### src/rtl/bcd_seq_converter_if.sv
// Handshake and result bundle between a binary source and the BCD converter.
interface bcd_seq_converter_if #(
    parameter int WIDTH = 13
);
    logic             start;
    logic [WIDTH-1:0] bin;
    logic             busy;
    logic             done;
    logic             ovf;
    logic [3:0]       th;
    logic [3:0]       hu;
    logic [3:0]       te;
    logic [3:0]       on;

    modport master (
        output start, bin,
        input  busy, done, ovf, th, hu, te, on
    );

    modport slave (
        input  start, bin,
        output busy, done, ovf, th, hu, te, on
    );
endinterface

### src/rtl/bcd_seq_converter.sv
// Iterative shift-add-3 (double-dabble) converter from binary to four packed BCD digits.
// Optional macro BCD_SATURATE_EN: out-of-range values display 9999 instead of value mod 10000.
module bcd_seq_converter #(
    parameter int WIDTH = 13
) (
    input  logic               clk,
    input  logic               rst_n,
    bcd_seq_converter_if.slave bus
);
    localparam int CNT_W = $clog2(WIDTH + 1);

    typedef enum logic [1:0] {
        S_IDLE,
        S_SHIFT,
        S_LOAD
    } state_t;

    state_t           r_state;
    state_t           w_state_nxt;
    logic [WIDTH-1:0] r_shreg;
    logic [WIDTH-1:0] r_cap;
    logic [15:0]      r_scratch;
    logic [15:0]      r_digits;
    logic [CNT_W-1:0] r_cnt;
    logic             r_done;
    logic             r_ovf;
    logic             w_ovf;
    logic [15:0]      w_load;

    // Add 3 to every nibble that is 5 or more, so the following left shift carries into the next decade.
    function automatic logic [15:0] add3(input logic [15:0] s);
        logic [15:0] r;
        r = s;
        for (int i = 0; i < 4; i++) begin
            if (s[4*i +: 4] >= 4'd5) r[4*i +: 4] = s[4*i +: 4] + 4'd3;
        end
        return r;
    endfunction

    assign w_ovf = (16'(r_cap) > 16'd9999);

    always_comb begin
        w_load = r_scratch;
`ifdef BCD_SATURATE_EN
        if (w_ovf) w_load = 16'h9999;
`endif
    end

    always_ff @(posedge clk or negedge rst_n) begin
        if (!rst_n) r_state <= S_IDLE;
        else        r_state <= w_state_nxt;
    end

    always_comb begin
        w_state_nxt = r_state;
        case (r_state)
            S_IDLE:  if (bus.start) w_state_nxt = S_SHIFT;
            S_SHIFT: if (r_cnt == CNT_W'(1)) w_state_nxt = S_LOAD;
            S_LOAD:  w_state_nxt = S_IDLE;
            default: w_state_nxt = S_IDLE;
        endcase
    end

    always_ff @(posedge clk or negedge rst_n) begin
        if (!rst_n) begin
            r_shreg   <= '0;
            r_cap     <= '0;
            r_scratch <= '0;
            r_digits  <= '0;
            r_cnt     <= '0;
            r_done    <= 1'b0;
            r_ovf     <= 1'b0;
        end else begin
            r_done <= 1'b0;
            case (r_state)
                S_IDLE: begin
                    if (bus.start) begin
                        r_shreg   <= bus.bin;
                        r_cap     <= bus.bin;
                        r_scratch <= '0;
                        r_cnt     <= CNT_W'(WIDTH);
                    end
                end
                S_SHIFT: begin
                    // Carry out of the thousands nibble drops off, leaving value mod 10000.
                    r_scratch <= 16'({add3(r_scratch), r_shreg[WIDTH-1]});
                    r_shreg   <= r_shreg << 1;
                    r_cnt     <= r_cnt - CNT_W'(1);
                end
                S_LOAD: begin
                    r_digits <= w_load;
                    r_ovf    <= w_ovf;
                    r_done   <= 1'b1;
                end
                default: ;
            endcase
        end
    end

    assign bus.busy = (r_state != S_IDLE);
    assign bus.done = r_done;
    assign bus.ovf  = r_ovf;
    assign bus.th   = r_digits[15:12];
    assign bus.hu   = r_digits[11:8];
    assign bus.te   = r_digits[7:4];
    assign bus.on   = r_digits[3:0];
endmodule

### src/flat_wrapper.sv
// flat-port wrapper written by rule: the top's interface ports become plain ports
module bcd_seq_converter_flat 
#(
    parameter int WIDTH = 13
)
  (clk, rst_n, bus_start, bus_bin, bus_busy, bus_done, bus_ovf, bus_th, bus_hu, bus_te, bus_on);
  bcd_seq_converter_if #(.WIDTH(WIDTH)) bus_i ();
  input  logic clk;
  input  logic rst_n;
  input wire logic [$bits(bus_i.start)-1:0] bus_start;
  input wire logic [$bits(bus_i.bin)-1:0] bus_bin;
  output wire logic [$bits(bus_i.busy)-1:0] bus_busy;
  output wire logic [$bits(bus_i.done)-1:0] bus_done;
  output wire logic [$bits(bus_i.ovf)-1:0] bus_ovf;
  output wire logic [$bits(bus_i.th)-1:0] bus_th;
  output wire logic [$bits(bus_i.hu)-1:0] bus_hu;
  output wire logic [$bits(bus_i.te)-1:0] bus_te;
  output wire logic [$bits(bus_i.on)-1:0] bus_on;
  assign bus_i.start = bus_start;
  assign bus_i.bin = bus_bin;
  assign bus_busy = bus_i.busy;
  assign bus_done = bus_i.done;
  assign bus_ovf = bus_i.ovf;
  assign bus_th = bus_i.th;
  assign bus_hu = bus_i.hu;
  assign bus_te = bus_i.te;
  assign bus_on = bus_i.on;
  bcd_seq_converter #(.WIDTH(WIDTH)) u_core (.clk(clk), .rst_n(rst_n), .bus(bus_i));
endmodule
### config.mk
export PLATFORM = sky130hd
export DESIGN_NAME = bcd_seq_converter_flat
export DESIGN_NICKNAME = d
export VERILOG_FILES = /design/src/rtl/bcd_seq_converter_if.sv /design/src/rtl/bcd_seq_converter.sv /design/src/flat_wrapper.sv
export SDC_FILE = /design/constraint.sdc
export NUM_CORES = 1
export LEC_CHECK = 0
export ABC_AREA = 0
export CAP_MARGIN = 20
export CORE_UTILIZATION = 54
export CTS_CLUSTER_SIZE = 12
export DETAILED_ROUTE_END_ITERATION = 7
export PLACE_DENSITY = 0.9
export SYNTH_ARGS = -nofsm -noshare
export SYNTH_HDL_FRONTEND = slang
export SYNTH_SLANG_ARGS = --single-unit
### constraint.sdc
create_clock -name clk -period 1.9 [get_ports clk]
set_clock_uncertainty 0.05 [all_clocks]
set_input_delay 0.57 -clock clk [delete_from_list [all_inputs] [get_ports clk]]
set_output_delay 0.57 -clock clk [all_outputs]
set_load 0.03 [all_outputs]
==> results of run 1 <==
-- through the flow --
step | util | hold WS [ns] | std cells | total power (µW) | instance area (µm²)
global placement | 0.660 | 0.410 | 323 | 4230 | 2910
global route | 0.677 | 0.204 | 331 | 5270 | 2990
finish | 0.677 | 0.184 | 331 | 4920 | 2990
CTS | 0.677 | 0.195 | 331 | 4930 | 2990
floorplan | - | 0.224 | 244 | 3640 | 2520
detailed placement | 0.660 | 0.421 | 323 | 4380 | 2910
-- cells by family after synthesis --
family	synth area share
muxes	0.00397
other	0.00149
AOI/OAI and AO/OA	0.239
adders and majority gates	0.0496
xor gates and xnor gates	0.0104
and+or+nand+nor	0.110
buffers and inverters	0.0704
DFF	0.516
-- worst paths after layout --
| check | endpoint | slack [ns] | cells past startpoint |
|---|---|---|---|
| setup / recovery | bus_busy | 0.11 | 2 |
| hold / removal | u_core.r_digits[4] | 0.18 | 2 |
| setup reg to reg | u_core.r_scratch[1] | 0.34 | 5 |
| hold reg to reg | u_core.r_digits[6] | 0.43 | 2 |
| max in group asynchronous | u_core.r_shreg[4] | 1.38 | 2 |
| min in group clk | u_core.r_digits[6] | 0.43 | 2 |
-- registers in the layout, summed over array words and instances (netlist names) --
| signal | count |
|---|---|
| u_core.r_cnt | 4 |
| u_core.r_scratch | 16 |
| u_core.bus.done | 1 |
| u_core.r_digits | 16 |
| u_core.r_state | 2 |
| u_core.r_shreg | 13 |
-- power by group --
group,switching [µW],internal [µW]
registers,277,1550
clock network,364,297
logic,1430,1000
-- layout make-up --
cell class                 instances  area (µm²)  share of cell area
clock inverter                     1        7.51             0.00251
clock buffer                       7        86.3              0.0289
tap                               52        65.1              0.0218
timing repair buffer              42         407               0.136
inverter                          20        75.1              0.0251
sequential                        52        1300               0.436
multi-input combinational        157        1040               0.350
-- worst reg2reg max path: stages, from the launching register on --
cell	delay (ns)
dfrtp_1	0.41
inv_1	0.17
ha_1	0.24
nor2b_1	0.23
o21a_1	0.19
o221ai_1	0.14
-- what timing repair did --
action | 4_1_cts | 5_1_grt
setup endpoints to repair | 17 | 0
hold buffers | 0 | 0
setup buffers | 0 | 0
gates resized for setup | 17 | 0
-- layout by cell type (no fill, tap or decap), types with 2 or more instances in the layout --
master / instances
o21ai_1: 12
nor2b_1: 4
clkdlybuf4s50_1: 14
o32ai_1: 3
nor2b_2: 2
o31ai_1: 4
buf_12: 3
o211ai_1: 4
clkbuf_8: 6
o2111ai_1: 8
o21ai_0: 22
dlygate4sd2_1: 17
o21a_1: 4
ha_1: 10
buf_4: 7
xnor2_1: 3
nand2b_1: 7
dfrtp_1: 52
a32o_1: 5
o221ai_1: 3
a21oi_2: 2
inv_1: 20
a22oi_1: 12
nor2_1: 3
nand2_1: 38
-- layer usage --
metal,GRT usage,vias up
li1,-,920
met1,0.269,948
met2,0.378,52
met3,0.0505,7
met4,0.0644,0
met5,0,-
==> flow_summary_export.csv, run 1 <==
group,metric,value,unit
outcome,status,"finished clean",
detailed_routing,wl_met3,195,µm
floorplan,die_h,70.4,µm
clock_network,clkLatencyLatePin,0.31,ns
global_route,grt_max_degree,53,
cells_and_area,num_antenna_cells,0,
job,cap_violations,0,
yosys,synth_cells,244,
detailed_routing,drtIter0Drc,209,
worst_setup_path,cp.arrival,1.17,ns
detailed_routing,drtAntennaViolNets,0,
floorplan,pin_count,35,
timing,rsz0062_at_grt,"false",
yosys,synth_top_area_cell,"dfrtp_1",
global_route,grtUsageTotal,0.218,
clock_network,clk_pin_slew,0.09,ns
timing,hold_violations,0,
place,hpwl,3470,µm
clock_network,cts.sinks,52,
worst_setup_path,cp-end-kind,"output pin",
clock_network,cts_tree,"done",
floorplan,num_rows,24,
place,numPortBuffers,33,
clock_network,h-tree-depth,2,
yosys,synthesis.nets,270,
cells_and_area,nNetsFinal,304,
yosys,ys_async_sr_fraction,1.00,
yosys,syn_avg_cell_area,10.3,µm²
timing,final.setup.worst_slack,0.109,ns
yosys,yosysMostFrequentCell,"dfrtp_1",
clock_network,root_buffer,"clkbuf_8",
floorplan,start_util,0.572,
worst_setup_path,cp.required,1.28,ns
detailed_routing,vias_per_cell,5.82,
detailed_routing,dr.pass1.iters,4,
cells_and_area,fill_cells,339,
detailed_routing,vias,1927,
cells_and_area,area_delta_synth_final,18.3,%
yosys,ys.flop_type,"dfrtp_1",
worst_setup_path,cp_top_family,"flip-flops",
floorplan,dieArea,0.00495,mm²
worst_setup_path,path_buf_inv,1,
detailed_routing,wl_per_cell,14.8,µm
timing,finalCritPeriodShare,0.943,
yosys,synth_common_cells,"dfrtp_1, nand2_1, o21ai_0, inv_1",
worst_setup_path,cp-start-kind,"flip-flop",
yosys,syn_area,0.00252,mm²
detailed_routing,top_layer,"met4",
timing,setup_violations,0,
global_route,grt_pass1_vias,1896,
worst_setup_path,startpoint,"u_core.r_state[1]",
cells_and_area,drive_gt1_frac,0.0968,
global_route,antenna_found_initial,0,
detailed_routing,dr_wl_met2,2520,µm
place,pre_cts_ws,-0.00733,ns
worst_setup_path,path_cells,"or2_2 > buf_4",
yosys,ys_ff_latch,52,
worst_setup_path,cp_max_fo,2,
yosys,yosys-top-cells-area,"dfrtp_1, nand2_1, ha_1",
detailed_routing,route.detailed.drc,0,
clock_network,cts_buffer_depth,2,
yosys,synth_top_area_frac,0.516,
yosys,seq_area_frac_synth,0.516,
global_route,overflow,0,
timing,fin_tns_setup,0,ns
global_route,grt_pass1_wl,8460,µm
detailed_routing,wl_met1,2130,µm
detailed_routing,routed_wl,4910,µm
floorplan,die_x,70.4,µm
timing,final_max_slew_viol_count,0,
power_and_ir_drop,peakVddDrop,0.808,mV
worst_setup_path,crit_type,"reg -> out",
clock_network,cts_inserted_buffers,5,
timing,clock.fmax,558,MHz
timing,finalCriticalPeriod,1.79,ns
min_path,hold_class,"in -> async",
worst_setup_path,rr_startpoint,"u_core.r_scratch[0]",
floorplan,core_area,0.00441,mm²
power_and_ir_drop,leakage,0.00139,µW
yosys,ys_warn_count,0,
yosys,synth-edff-count,0,
yosys,post_synth_num_cell_types,35,
worst_setup_path,slowest_stage,"dfrtp_1",
worst_setup_path,crit_path_max_incr_delay,0.38,ns
place,routabilityCongestion,0.862,
power_and_ir_drop,pwr_density_cell,1650,mW/mm²
Note: power is estimated with default switching activity, not from simulation.
==> run 2, diff against run 1 <==
- CAP_MARGIN: 20 -> default
- clock period: 1.9 -> 1.7 ns (I/O delays scaled with it)
==> run 2 against run 1 <==
Compared with the run above:
- critical path depth unchanged
- critical endpoint unchanged
- routed wire length increased by 2.7%
- largest power group unchanged
- largest cell class unchanged
- power grew 17%
==> flow_summary_export.csv, run 2 (synthesis gave the netlist of run 1 again) <==
group,metric,value,unit
clock_network,cts_hold_buf,0,
power_and_ir_drop,peakVddDrop,0.735,mV
worst_setup_path,cp-start-kind,"flip-flop",
detailed_routing,dr.pass1.iters,5,
timing,finalCriticalPeriod,1.66,ns
floorplan,core_area,0.00441,mm²
clock_network,h-tree-depth,2,
floorplan,num_rows,24,
place,numPortBuffers,33,
detailed_routing,drtAntennaViolNets,0,
worst_setup_path,cp_max_fo,2,
worst_setup_path,r2r_setup_slack,0.13,ns
worst_setup_path,cp_top_family,"flip-flops",
detailed_routing,vias_per_cell,5.81,
detailed_routing,drtIter0Drc,169,
timing,final_max_slew_viol_count,0,
floorplan,start_util,0.572,
place,routabilityCongestion,0.866,
cells_and_area,fill_cells,337,
power_and_ir_drop,leakage,0.00143,µW
clock_network,cts_inserted_buffers,5,
timing,clock.fmax,602,MHz
worst_setup_path,path_cells,"or2_4 > buf_6",
global_route,grt_pass1_wl,8810,µm
detailed_routing,vias,1942,
timing,final.setup.worst_slack,0.0377,ns
cells_and_area,num_antenna_cells,0,
cells_and_area,top_regs,"u_core.r_digits x16, u_core.r_scratch x16, u_core.r_shreg x13",
place,dp_cells,327,
detailed_routing,wl_per_cell,15.1,µm
power_and_ir_drop,pwr_density_cell,1890,mW/mm²
outcome,status,"finished clean",
global_route,grt_max_degree,34,
timing,fin_tns_setup,0,ns
global_route,overflow,0,
detailed_routing,route.detailed.drc,0,
place,hpwl,3570,µm
clock_network,clkLatencyLatePin,0.30,ns
clock_network,cts_post_setup_buffers_inserted,0,
global_route,grtUsageTotal,0.225,
cells_and_area,drive_gt1_frac,0.110,
clock_network,cts_buffer_depth,2,
clock_network,cts.sinks,52,
floorplan,pin_count,35,
cells_and_area,final_common_cell,"dfrtp_1",
timing,hold_violations,0,
global_route,antenna_found_initial,0,
worst_setup_path,crit_path_max_incr_delay,0.40,ns
cells_and_area,final_cells,334,
timing,rsz0062_at_grt,"false",
cells_and_area,nNetsFinal,308,
clock_network,root_buffer,"clkbuf_8",
job,cap_violations,0,
worst_setup_path,cp-end-kind,"output pin",
global_route,grt_pass1_vias,1954,
detailed_routing,routed_wl,5040,µm
clock_network,cts_tree,"done",
worst_setup_path,slowest_stage,"dfrtp_1",
cells_and_area,ff_latch_area,0.00130,mm²
floorplan,dieArea,0.00495,mm²
worst_setup_path,cp.arrival,1.10,ns
timing,setup_violations,0,
place,pre_cts_ws,-0.131,ns
clock_network,clk_pin_slew,0.09,ns
worst_setup_path,path_buf_inv,1,
floorplan,die_x,70.4,µm
min_path,hold_class,"in -> async",
cells_and_area,final_cell_mix,"dfrtp_1, nand2_1, o21ai_0",
floorplan,die_h,70.4,µm
cells_and_area,area_delta_synth_final,20.7,%
cells_and_area,multi_input_area,0.00105,mm²
timing,finalCritPeriodShare,0.978,
worst_setup_path,cp.required,1.14,ns
worst_setup_path,crit_type,"reg -> out",
timing,hold_slack,0.0934,ns
power_and_ir_drop,power.total,5740,µW
run 2: cell types whose count changed in the layout (fill, tap and decap cells not counted):
cell,previous run,this run
buf_4,7,11
bufinv_16,0,2
buf_12,3,2
buf_6,0,1
clkbuf_1,1,0
clkbuf_8,6,5
clkinvlp_4,1,0
or2_2,1,0
or2_4,0,1
run 2: final timing paths:
| check | startpoint | end | cells after the start |
|---|---|---|---|
| worst min-delay path | rst_n | u_core.r_digits[5] | 1 |
| worst max register to register | u_core.r_state[1] | u_core.r_scratch[7] | 4 |
| min in group clk | u_core.r_digits[13] | u_core.r_digits[13] | 2 |
| worst min register to register | u_core.r_digits[13] | u_core.r_digits[13] | 2 |
| max in group asynchronous | rst_n | u_core.r_shreg[6] | 2 |
| worst max-delay path | u_core.r_state[1] | bus_busy | 2 |
run 2: report_power, final:
group | internal, µW | switching [µW] | leakage [µW] | total, µW
sequential | 1730 | 313 | 0.000682 | 2040
clock | 579 | 394 | 0.0000642 | 974
combinational | 1130 | 1600 | 0.000682 | 2730
total | 3440 | 2300 | 0.00143 | 5740
run 2: stage by stage:
step / utilization / area [µm²]
floorplan: - / 2520
global placement: 0.664 / 2930
detailed placement: 0.664 / 2930
CTS: 0.690 / 3050
global route: 0.690 / 3050
finish: 0.690 / 3050
run 2: layout make-up:
cell class	count	area share
multi-input cells	157	0.344
clock buffers	5	0.0226
repair buffers	46	0.141
well taps	52	0.0214
flip-flops and latches	52	0.427
inverters	20	0.0247
clock inverters	2	0.0197
run 2: worst reg2reg max path, stage by stage, from the launching register on:
cell and delay [ns]:
dfrtp_1 0.40, buf_4 0.21, nand2b_1 0.36, o31ai_1 0.33, a32o_1 0.17
run 2: metal layers:
metal | vias to the layer above | part of all wire | global-route usage | routed length (µm)
met5 | - | 0 | 0 | 0
met3 | 5 | 0.045 | 0.0491 | 229
met2 | 62 | 0.50 | 0.390 | 2550
met1 | 947 | 0.44 | 0.287 | 2240
li1 | 928 | - | - | -
met4 | 0 | 0.0054 | 0.0467 | 27
run 2: repair_timing:
action,in CTS,in global routing
setup endpoints to repair,18,0
endpoints found under the hold margin,0,0
resized for setup,19,0
